### config.mk
export PLATFORM = sky130hd
export DESIGN_NAME = multi_channel_counter
export DESIGN_NICKNAME = d
export VERILOG_FILES = /design/src/rtl/counter_pkg.sv /design/src/rtl/counter_channel.sv /design/src/rtl/multi_channel_counter.sv
export SDC_FILE = /design/constraint.sdc
export NUM_CORES = 1
export LEC_CHECK = 0
export CORE_UTILIZATION = 45
export DETAILED_ROUTE_END_ITERATION = 12
export PLACE_DENSITY = 0.66
export SYNTH_ARGS = -nofsm -noshare
export SYNTH_HDL_FRONTEND = slang
export SYNTH_SLANG_ARGS = --single-unit
### constraint.sdc
create_clock -name clk -period 3.8 [get_ports clk]
set_input_delay 0.95 -clock clk [delete_from_list [all_inputs] [get_ports clk]]
set_output_delay 0.95 -clock clk [all_outputs]
set_load 0.01 [all_outputs]
### src/rtl/counter_pkg.sv
// Shared types and helpers for the multi-channel counter bank.
package counter_pkg;

  typedef enum logic [1:0] {
    WRAP_UP   = 2'b00,
    SAT_UP    = 2'b01,
    WRAP_DOWN = 2'b10,
    SAT_DOWN  = 2'b11
  } cnt_mode_e;

  localparam cnt_mode_e RST_MODE = WRAP_UP;

  function automatic logic is_down(input cnt_mode_e mode);
    return mode[1];
  endfunction

  function automatic logic is_wrap(input cnt_mode_e mode);
    return ~mode[0];
  endfunction

endpackage

### src/rtl/counter_channel.sv
// One independent counter channel: programmable limit/mode, load, tc pulse, sticky ovf.
module counter_channel
  import counter_pkg::*;
#(
  parameter int WIDTH = 8
) (
  input  logic             clk,
  input  logic             rst_n,
  input  logic             cfg_we,
  input  logic [WIDTH-1:0] cfg_limit,
  input  logic [1:0]       cfg_mode,
  input  logic             ld,
  input  logic [WIDTH-1:0] ld_val,
  input  logic             en,
  input  logic             clr_ovf,
  output logic [WIDTH-1:0] cnt,
  output logic             tc,
  output logic             ovf
);

  logic [WIDTH-1:0] limit_q, limit_d, cnt_d, start, term;
  cnt_mode_e        mode_q, mode_d, new_mode;
  logic             tc_d, ovf_d, ovf_set;

  always_comb begin
    new_mode = cnt_mode_e'(cfg_mode);
    start    = is_down(mode_q) ? limit_q : '0;
    term     = is_down(mode_q) ? '0 : limit_q;
    cnt_d    = cnt;
    limit_d  = limit_q;
    mode_d   = mode_q;
    tc_d     = 1'b0;
    ovf_set  = 1'b0;
    if (cfg_we) begin
      // Restart from the start value of the newly written mode/limit.
      limit_d = cfg_limit;
      mode_d  = new_mode;
      cnt_d   = is_down(new_mode) ? cfg_limit : '0;
    end else if (ld) begin
      cnt_d = (ld_val > limit_q) ? limit_q : ld_val;
    end else if (en) begin
      if (cnt != term) begin
        cnt_d = is_down(mode_q) ? cnt - 1'b1 : cnt + 1'b1;
      end else begin
        ovf_set = 1'b1;
        if (is_wrap(mode_q)) begin
          cnt_d = start;
          tc_d  = 1'b1;
        end
      end
    end
    // A set event in the same cycle as a clear keeps the flag high.
    ovf_d = ovf_set | (ovf & ~clr_ovf);
  end

  always_ff @(posedge clk or negedge rst_n) begin
    if (!rst_n) begin
      cnt     <= '0;
      limit_q <= '1;
      mode_q  <= RST_MODE;
      tc      <= 1'b0;
      ovf     <= 1'b0;
    end else begin
      cnt     <= cnt_d;
      limit_q <= limit_d;
      mode_q  <= mode_d;
      tc      <= tc_d;
      ovf     <= ovf_d;
    end
  end

endmodule

### src/rtl/multi_channel_counter.sv
// Bank of CH independent WIDTH-bit counters sharing one configuration port.
module multi_channel_counter
  import counter_pkg::*;
#(
  parameter int WIDTH = 8,
  parameter int CH    = 4,
  parameter int CHW   = (CH > 1) ? $clog2(CH) : 1
) (
  input  logic                clk,
  input  logic                rst_n,
  input  logic                cfg_we,
  input  logic [CHW-1:0]      cfg_ch,
  input  logic [WIDTH-1:0]    cfg_limit,
  input  logic [1:0]          cfg_mode,
  input  logic [CH-1:0]       ld,
  input  logic [WIDTH-1:0]    ld_val,
  input  logic [CH-1:0]       en,
  input  logic [CH-1:0]       clr_ovf,
  output logic [CH*WIDTH-1:0] cnt,
  output logic [CH-1:0]       tc,
  output logic [CH-1:0]       ovf
);

  for (genvar i = 0; i < CH; i++) begin : g_ch
    logic ch_we;
    assign ch_we = cfg_we && (cfg_ch == CHW'(i));

    counter_channel #(
      .WIDTH(WIDTH)
    ) u_ch (
      .clk      (clk),
      .rst_n    (rst_n),
      .cfg_we   (ch_we),
      .cfg_limit(cfg_limit),
      .cfg_mode (cfg_mode),
      .ld       (ld[i]),
      .ld_val   (ld_val),
      .en       (en[i]),
      .clr_ovf  (clr_ovf[i]),
      .cnt      (cnt[i*WIDTH +: WIDTH]),
      .tc       (tc[i]),
      .ovf      (ovf[i])
    );
  end

endmodule
# --- Word level (Yosys, flattened, before mapping) ---
# Cells that the tools add are included.
op_classes:
  bitwise: 12
  mux: 73
  n_addsub: 8
  reduce_logical: 13
  eq_ne: 11
  n_lt_le_gt_ge: 4
ops:
  columns: ["op", "n"]
  rows:
  - ["two-way mux 8 bit", 37]
  - ["two-way mux 1 bit", 36]
  - ["adder 8 x 1 -> 8 bit, second input constant", 4]
  - ["greater-than comparator 8 bit", 4]
  - ["inequality test 8 bit", 4]
  - ["subtractor 8 x 1 -> 8 bit, second input constant", 4]
  - ["inequality test 4 bit, second input constant", 4]
  - ["nonzero test 3 bit", 4]
  - ["AND reduction 2 bit", 4]
  - ["bitwise AND 1 bit", 4]
  - ["equality test 2 bit, second input constant", 2]
  - ["logical AND 1 bit", 4]
  - ["inverter 1 bit", 4]
  - ["OR 1 bit", 4]
  - ["equality test 2 x 1 -> 1 bit, second input constant", 1]
  - ["zero test 2 bit", 1]
totals:
  out_inout_bits: 40
  register_bits: 80
  elab_cells: 141

# --- Longest topological paths before layout ---
# Gate-level depths: netlist of the first run.
logic_depth:
  depth_word: 7
  ltp_mapped: 10
  ltp_nobuf: 9

# --- By module ---
# Synthesis of the first run repeated with hierarchy kept, for this count alone.
unflattened:
  hier_cells: 816
  hier_area_um2: 7073.0
modules_own_cells:
  columns: ["mod", "instances", "area_per_inst_um2", "seq_area_each_um2", "cells_per_inst"]
  rows:
  - ["counter_channel (g_ch[0].u_ch ...)", 2, 1769.2, 510.5, 205]
  - ["counter_channel (g_ch[3].u_ch)", 1, 1779.2, 510.5, 206]
  - ["counter_channel (g_ch[1].u_ch)", 1, 1717.9, 510.5, 196]
  - ["multi_channel_counter", 1, 37.5, 0.0, 4]

# --- Worst setup path after synthesis of the first run ---
# Ideal clock, no wire load.
synth_timing:
  path_kind: "input port to flip-flop"
  start: "input port ld_val[1]"
  end: "register g_ch[3].u_ch.cnt[0]"
  setup_ns: 0.139
  cell_stages: 8
  arrival_ns: 2.698
  required_ns: 3.661
  slack_ns: 0.964
  path_cell_list: "ha_1 > nor2b_1 > o211ai_1 > a21oi_1 > o22ai_1 > mux2_2 > mux2i_1 > a31oi_1"
synth_via:
  elab_chain_cells: 4
synth_lines:
  columns: ["element", "line", "source"]
  rows:
  - ["from (decl)", "multi_channel_counter.sv:16", "input logic [WIDTH-1:0] ld_val,"]
  - ["greater-than comparator 8 bit", "counter_channel.sv:40", "cnt_d = (ld_val > limit_q) ? limit_q : ld_val;"]
  - ["two-way mux 8 bit", "counter_channel.sv:40", null]
  - ["two-way mux 8 bit", "counter_channel.sv:39", "end else if (ld) begin"]
  - ["two-way mux 8 bit", "counter_channel.sv:34", "if (cfg_we) begin"]
  - ["to (signal assigned)", "counter_channel.sv:64", "cnt <= cnt_d;"]
  - ["to (decl)", "counter_channel.sv:16", "output logic [WIDTH-1:0] cnt,"]
# Every way passes these cells.
# A chain may end at the register's enable or synchronous reset.

# --- Final worst setup path of the first run ---
layout_timing:
  start: "input port ld_val[5]"
  end: "register g_ch[2].u_ch.cnt[6]"
layout_via:
  elab_chain_cells: 4
layout_lines:
  columns: ["element", "line"]
  rows:
  - ["greater-than comparator 8 bit", "counter_channel.sv:40"]
  - ["two-way mux 8 bit", "counter_channel.sv:40"]
  - ["two-way mux 8 bit", "counter_channel.sv:39"]
  - ["two-way mux 8 bit", "counter_channel.sv:34"]
  - ["to (signal assigned)", "counter_channel.sv:64"]
  - ["to (decl)", "counter_channel.sv:16"]
# Every way passes these cells.

==> key figures, run 1 <==
Outcome
  – Status: completed

Floorplan
  – Initial Util: a little under half
  – Io pins: 75
  – Core region area: 15200 µm²
  – Die area: around 16000 µm²
  – DIE HEIGHT: between 100 and 150 µm
  – Die W: 127 µm
  – Row cnt: 45

Setup path
  – Worst path buffer plus inverter count: 1
  – CP arrival: around 3.6 ns
  – Critical Path Start Type: input pin
  – Cell mode on critical path: nor2_1
  – Crit. End Element: register
  – Critical-path cell list: clkdlybuf4s50_1 > ha_1 > nand4_1 > nor2_1 > nor2b_1 > nor2_1 > mux2_2 > a22oi_1 > a31oi_1
  – Critical Path Slowest Stage Cell: clkdlybuf4s50_1
  – Crit-path max cell delay: about 0.65 ns
  – Worst Reg-to-Reg Cells: 8
  – Crit path required time: 4.00 ns
  – CP top delay family: simple AND/OR/NAND/NOR gates
  – Crit path max fanout: 8
  – Crit path kind: in -> reg
  – Levels on crit path: 9

GRT
  – Vias in the first global route: 6570
  – Largest net degree at the start of global routing: 50
  – Initial antenna violation count: 0
  – Grt total ovfl: 0
  – GRT Total Usage: between 20% and 30%
  – First-pass GRT wire length: between 30000 and 40000 µm

Finish
  – Final non-filler cell total: about 1100
  – ANT cells: 0
  – Final net count: approximately 1000
  – Fillers: 1460
  – Layout cell share with drive strength beyond 1: 11.1%
  – Post-Route Utilization: roughly 55%
  – Area grow syn2layout: 18.5%

Timing
  – Fin crit share: between 80% and 90%
  – Setup TNS: 0 ns
  – Slew of the pin with the lowest slew margin: about 0.88 ns
  – Worst hold slack: ~0.45 ns
  – Clock Skew: about 0.010 ns
  – Final Max Tran Viols: 0
  – Relative slew margins: between 40% and 50%
  – Unrepaired setup endpoints after global routing: false
  – Final Hold Violating Endpoints: 0
  – Final setup fails: 0
  – Fmax: between 200 and 300 MHz
  – Min Tclk post-route: roughly 3.4 ns

Synth
  – Synth cell types: 77
  – Post-synthesis instance area: approximately 7000 µm²
  – Proportion of synthesized chip area in sequential cells: 29.2%
  – Synth top area share: between 10% and 20%
  – Count leader, synth: nand2_1
  – Syn_nets: between 900 and 1000
  – Dominant cell type by area after synthesis: dfrtp_1
  – Post-synth EDFFs: 0
  – Most common library cells after synthesis: nand2_1 (85), o21ai_0 (80), nor2_1 (66), ha_1 (56), inv_1 (51)
  – Mapped Cells: 856
  – Avg Inst Size Synth: about 8.2 µm²
  – Most used flip-flop cell after synthesis: dfrtp_1
  – Largest cells by area after synthesis: dfrtp_1 (17%), dfstp_2 (12%), ha_1 (10%)
  – #FFs+latches synth: 80
  – Yosys warning count: 0
  – Ys async rst share: 100%

Clock tree
  – Worst-path clk slew: approximately 0.070 ns
  – H-tree levels: 3
  – Clk buf depth: 2
  – Post-CTS Setup Bufs: 0
  – Num Clock Sinks: 80
  – Cts repair resizes: 0
  – Hold_buf cts: 0
  – CTS tree: built
  – Clock latency on the worst-skew pair: between 0.3 and 0.4 ns
  – Root buffer cell: clkbuf_16
  – Cts bufs inserted: 9

Route
  – Final WL: between 20000 and 25000 µm
  – Routed vias: 6828
  – DRT antenna net count: 0
  – Routed len/inst: 18.7 µm
  – Remaining DRCs: 0
  – Vias/cell: roughly 6
  – Starting DRT DRC Count: slightly below 500
  – Length of the first detailed-routing pass in iterations: 5

Pwr
  – Max IR drop VDD: between 200 and 300 µV
  – Pwr dens: roughly 600 nW/µm²
  – Static Leak: approximately 3.3 nW

Place
  – GP Congestion: between 0.8 and 0.9
  – Inst Count DP: 1101
  – IO buf count: 74
  – Half-perimeter wire length after placement: between 15000 and 20000 µm

Job
  – Max_cap viols: 0

Worst hold path
  – Hold path cells: 1
  – Worst min-delay path category: reg -> reg
-- metal layers --
layer,vias up,share of wire (%),routed length (µm),global-route usage (%)
li1,3298,-,-,-
met1,3287,47,9740,37.2
met2,213,47,9820,44.6
met3,30,4.6,959,3.08
met4,0,1.7,363,9.24
met5,-,0,0,0
-- metrics by stage --
| step | setup WS [ns] | cell area (µm²) | total power (W) |
|---|---|---|---|
| 3_5_place_dp | 0.145 | 7970 | 0.00404 |
| 5_1_grt | 0.299 | 8290 | 0.00543 |
| 2_1_floorplan | 0.964 | 7000 | 0.00318 |
| 6_report | 0.450 | 8290 | 0.00505 |
| 3_3_place_gp | 0.218 | 7970 | 0.00402 |
| 4_1_cts | 0.519 | 8290 | 0.00505 |
-- logic make-up (layout without fill, tap and decap cells) --
| group | after synthesis | after routing | share of synthesized area [%] |
|---|---|---|---|
| compound gates | 272 | 272 | 25.4 |
| xor+xnor | 28 | 28 | 3.51 |
| fa+ha+maj | 60 | 60 | 11.2 |
| buf+inv | 94 | 167 | 5.61 |
| flops | 80 | 80 | 29.2 |
| mux | 28 | 28 | 4.18 |
| simple gates | 294 | 294 | 21.0 |
-- power breakdown --
group / switching, W / internal, W
logic: 0.00129 / 0.00129
clock network: 0.000388 / 0.000595
registers: 0.000386 / 0.00110
-- final cells by class --
class | instances | area, µm² | share of cell area (%)
clock buffer | 11 | 243 | 2.93
clock inverter | 5 | 81.3 | 0.981
inverter | 52 | 195 | 2.35
multi-input combinational | 682 | 4570 | 55.1
sequential | 80 | 2040 | 24.6
tap | 188 | 235 | 2.84
timing repair buffer | 99 | 926 | 11.2
-- placed cells by master, fill, tap and decap left out, types with 7 or more instances in the layout --
cell type	n
nand4_1	21
xor2_1	9
o21ai_0	80
and3_1	7
inv_1	51
dfrtp_1	48
mux2i_1	18
nand3_1	36
ha_1	56
nor2_1	65
nor3_1	15
mux2_2	10
clkdlybuf4s50_1	73
buf_4	26
a21o_1	7
o21a_1	14
o211ai_1	9
nor2b_1	21
clkbuf_16	9
a21oi_1	49
a31oi_1	28
dfstp_2	32
xnor2_1	19
nand2_1	85
-- registers in the layout (all words and copies together) (netlist names) --
register,flops
g_ch.u_ch.cnt,32
g_ch.u_ch.limit_q,32
g_ch.u_ch.mode_q,8
g_ch.u_ch.tc,4
g_ch.u_ch.ovf,4
-- final timing paths --
| check | from | slack (ns) | end |
|---|---|---|---|
| max reg2reg | g_ch[3].u_ch.mode_q[1]$_DFFE_PN0P_ | 0.83 | g_ch[3].u_ch.cnt[7]$_DFFE_PN0P_ |
| min in group asynchronous | rst_n | 0.63 | g_ch[2].u_ch.mode_q[0]$_DFFE_PN0P_ |
| max | ld_val[5] | 0.45 | g_ch[2].u_ch.cnt[6]$_DFFE_PN0P_ |
| max in group asynchronous | rst_n | 2.38 | g_ch[3].u_ch.limit_q[3]$_DFFE_PN1P_ |
| min | g_ch[2].u_ch.mode_q[0]$_DFFE_PN0P_ | 0.45 | g_ch[2].u_ch.tc$_DFF_PN0_ |
| min reg2reg | g_ch[2].u_ch.mode_q[0]$_DFFE_PN0P_ | 0.45 | g_ch[2].u_ch.tc$_DFF_PN0_ |
Note: power is estimated with default switching activity, not from simulation.
==> inputs of run 2 (changes only) <==
--- a/config.mk
+++ b/config.mk
@@ -5,9 +5,11 @@
 export SDC_FILE = /design/constraint.sdc
 export NUM_CORES = 1
 export LEC_CHECK = 0
+export CAP_MARGIN = 20
 export CORE_UTILIZATION = 45
 export DETAILED_ROUTE_END_ITERATION = 12
 export PLACE_DENSITY = 0.66
+export SKIP_CTS_REPAIR_TIMING = 1
 export SYNTH_ARGS = -nofsm -noshare
 export SYNTH_HDL_FRONTEND = slang
 export SYNTH_SLANG_ARGS = --single-unit
==> results of run 2 <==
No change in the layout: final DEF, timing and power equal those of run 1.
==> inputs of run 3 (changes only) <==
==> constraint.sdc (replaced) <==
create_clock -name clk -period 4.2 [get_ports clk]
set_input_delay 1.05 -clock clk [delete_from_list [all_inputs] [get_ports clk]]
set_output_delay 1.05 -clock clk [all_outputs]
set_load 0.01 [all_outputs]
==> key figures, run 3 (synthesis results as in run 1) <==
Outcome
  – Status: completed

Setup path
  – Crit path kind: in -> reg
  – Worst Reg-to-Reg Cells: 9
  – Reg2reg setup slack: ~1.1 ns
  – Critical Path Start Type: input pin
  – Launching point of the worst reg2reg path: g_ch[3].u_ch.mode_q[1]$_DFFE_PN0P_
  – Crit path max fanout: 8
  – Reg2reg end: g_ch[3].u_ch.cnt[6]$_DFFE_PN0P_
  – CP arrival: about 3.7 ns
  – Crit. End Element: register
  – Crit path required time: between 4 and 5 ns

Timing
  – Final Hold Violating Endpoints: 0
  – Setup TNS: 0 ns
  – Final Max Tran Viols: 0
  – Min Tclk post-route: roughly 3.5 ns
  – Final setup fails: 0
  – Unrepaired setup endpoints after global routing: false
  – Clock Skew: 0.00711 ns
  – Slew of the pin with the lowest slew margin: 0.989 ns
  – Relative slew margins: between 30% and 40%
  – Fmax: 289 MHz
  – Fin crit share: 82.3%
  – Final setup margin: about 0.75 ns

Pwr
  – Switch share: a little over two fifths
  – Clock network fraction of total power: 18.1%
  – Power share of the sequential group: around 31%
  – Combinational share of power: 51.1%
  – Final Power: approximately 0.0045 W
  – P_sw: around 0.0019 W
  – Static Leak: 3.26 nW
  – Internal power: around 0.0026 W
  – Max IR drop VDD: 286 µV
  – Pwr dens: 549 nW/µm²

Place
  – Place WS: a little over 0.4 ns
  – Half-perimeter wire length after placement: between 10000 and 15000 µm
  – IO buf count: between 70 and 80
  – Placed cell area: ~7900 µm²
  – GP Congestion: between 0.8 and 0.9

Finish
  – Commonest non-fill, non-tap cells in the layout: nand2_1 (85), o21ai_0 (80), clkdlybuf4s50_1 (73)
  – Final net count: approximately 1000
  – Layout cell share with drive strength beyond 1: 9.63%
  – ANT cells: 0
  – Post-route cell area: 8150 µm²
  – Area occupied by multi-input gates: approximately 4600 µm²
  – Area grow syn2layout: 16.5%
  – Register Area: between 2000 and 2500 µm²
  – Biggest regs: g_ch.u_ch.cnt x32, g_ch.u_ch.limit_q x32, g_ch.u_ch.mode_q x8
  – Post-Route Utilization: a little over half
  – Fillers: 1452
  – Most common cell after layout, fill and taps aside: nand2_1

Worst hold path
  – Hold Startpoint: g_ch[2].u_ch.mode_q[0]$_DFFE_PN0P_
  – Hold path cells: 1
  – Worst min-delay path endpoint: g_ch[2].u_ch.tc$_DFF_PN0_
  – Worst min-delay path category: reg -> reg

Clock tree
  – Clock latency on the worst-skew pair: 0.35 ns
  – CTS tree: built
  – Clk buf depth: 2
  – H-tree levels: 3
  – Num Clock Sinks: 80
  – Worst-path clk slew: 0.06 ns
  – Cts bufs inserted: 9
  – Root buffer cell: clkbuf_16

GRT
  – First-pass GRT wire length: ~34000 µm
  – Grt total ovfl: 0
  – Initial antenna violation count: 0
  – Largest net degree at the start of global routing: 75
  – Vias in the first global route: 6247
  – GRT Total Usage: 26.8%

Route
  – DRT antenna net count: 0
  – Final WL: just over 20000 µm
  – Routed len/inst: between 15 and 20 µm
  – Starting DRT DRC Count: approximately 610
  – Routed vias: 6730
  – Remaining DRCs: 0
  – Length of the first detailed-routing pass in iterations: 6
  – Vias/cell: 6.11

Floorplan
  – Row cnt: 45
  – Die W: ~130 µm
  – Die area: 16100 µm²
  – Io pins: 75
  – Core region area: about 15000 µm²
  – DIE HEIGHT: 127 µm
  – Initial Util: 46.0%

Job
  – Max_cap viols: 0
[run 3: changes by cell type in the layout (fill, tap and decap cells not counted)]
cell       delta
clkinv_4      +1
buf_4        -15
bufinv_16     -1
clkbuf_8      -1
inv_6         +1
[run 3: worst max-delay path by stage]
stage / startpoint / cells past startpoint / endpoint / slack [ns]
CTS: ld_val[5] / 9 / g_ch[2].u_ch.cnt[6]$_DFFE_PN0P_ / 0.75
detailed placement: ld_val[7] / 9 / g_ch[2].u_ch.cnt[6]$_DFFE_PN0P_ / 0.41
finish: ld_val[4] / 9 / g_ch[2].u_ch.cnt[6]$_DFFE_PN0P_ / 0.75
global route: ld_val[7] / 9 / g_ch[2].u_ch.cnt[5]$_DFFE_PN0P_ / 0.54
global placement: ld_val[5] / 9 / g_ch[2].u_ch.cnt[6]$_DFFE_PN0P_ / 0.47
floorplan: ld_val[1] / 8 / g_ch[3].u_ch.cnt[0]$_DFFE_PN0P_ / 1.26
[run 3: final cells by class]
cell class / instances / share of cell area (%)
clock buffers: 10 / 2.81
clock inverters: 6 / 0.844
well taps: 188 / 2.89
inverters: 52 / 2.39
repair buffers: 84 / 9.98
flip-flops and latches: 80 / 25.0
multi-input cells: 682 / 56.0
[run 3: per-stage QoR]
step / hold slack (ns) / instances
6_report: 0.430 / 1102
5_1_grt: 0.457 / 1102
4_1_cts: 0.431 / 1102
3_5_place_dp: 0.423 / 1086
3_3_place_gp: 0.426 / 1086
2_1_floorplan: 0.402 / 856
[run 3: worst max-delay path: stages]
cell             delay, ns
clkdlybuf4s50_1       0.70
ha_1                  0.44
nand4_1               0.17
nor2_1                0.22
nor2b_1               0.08
nor2_1                0.35
mux2_2                0.38
a22oi_1               0.15
a31oi_1               0.11
[run 3: layer usage]
layer	part of all wire, %	global-route usage (%)
met3	5.8	5.06
met1	46	37.3
met2	46	42.6
met4	1.9	7.28
met5	0	0
[run 3: power groups by stage]
stage	combinational [W]	clock [W]	sequential (W)
floorplan	0.00158	0	0.00130
global placement	0.00224	0	0.00138
detailed placement	0.00225	0	0.00138
CTS	0.00228	0.000826	0.00137
global route	0.00254	0.000859	0.00142
finish	0.00229	0.000809	0.00138
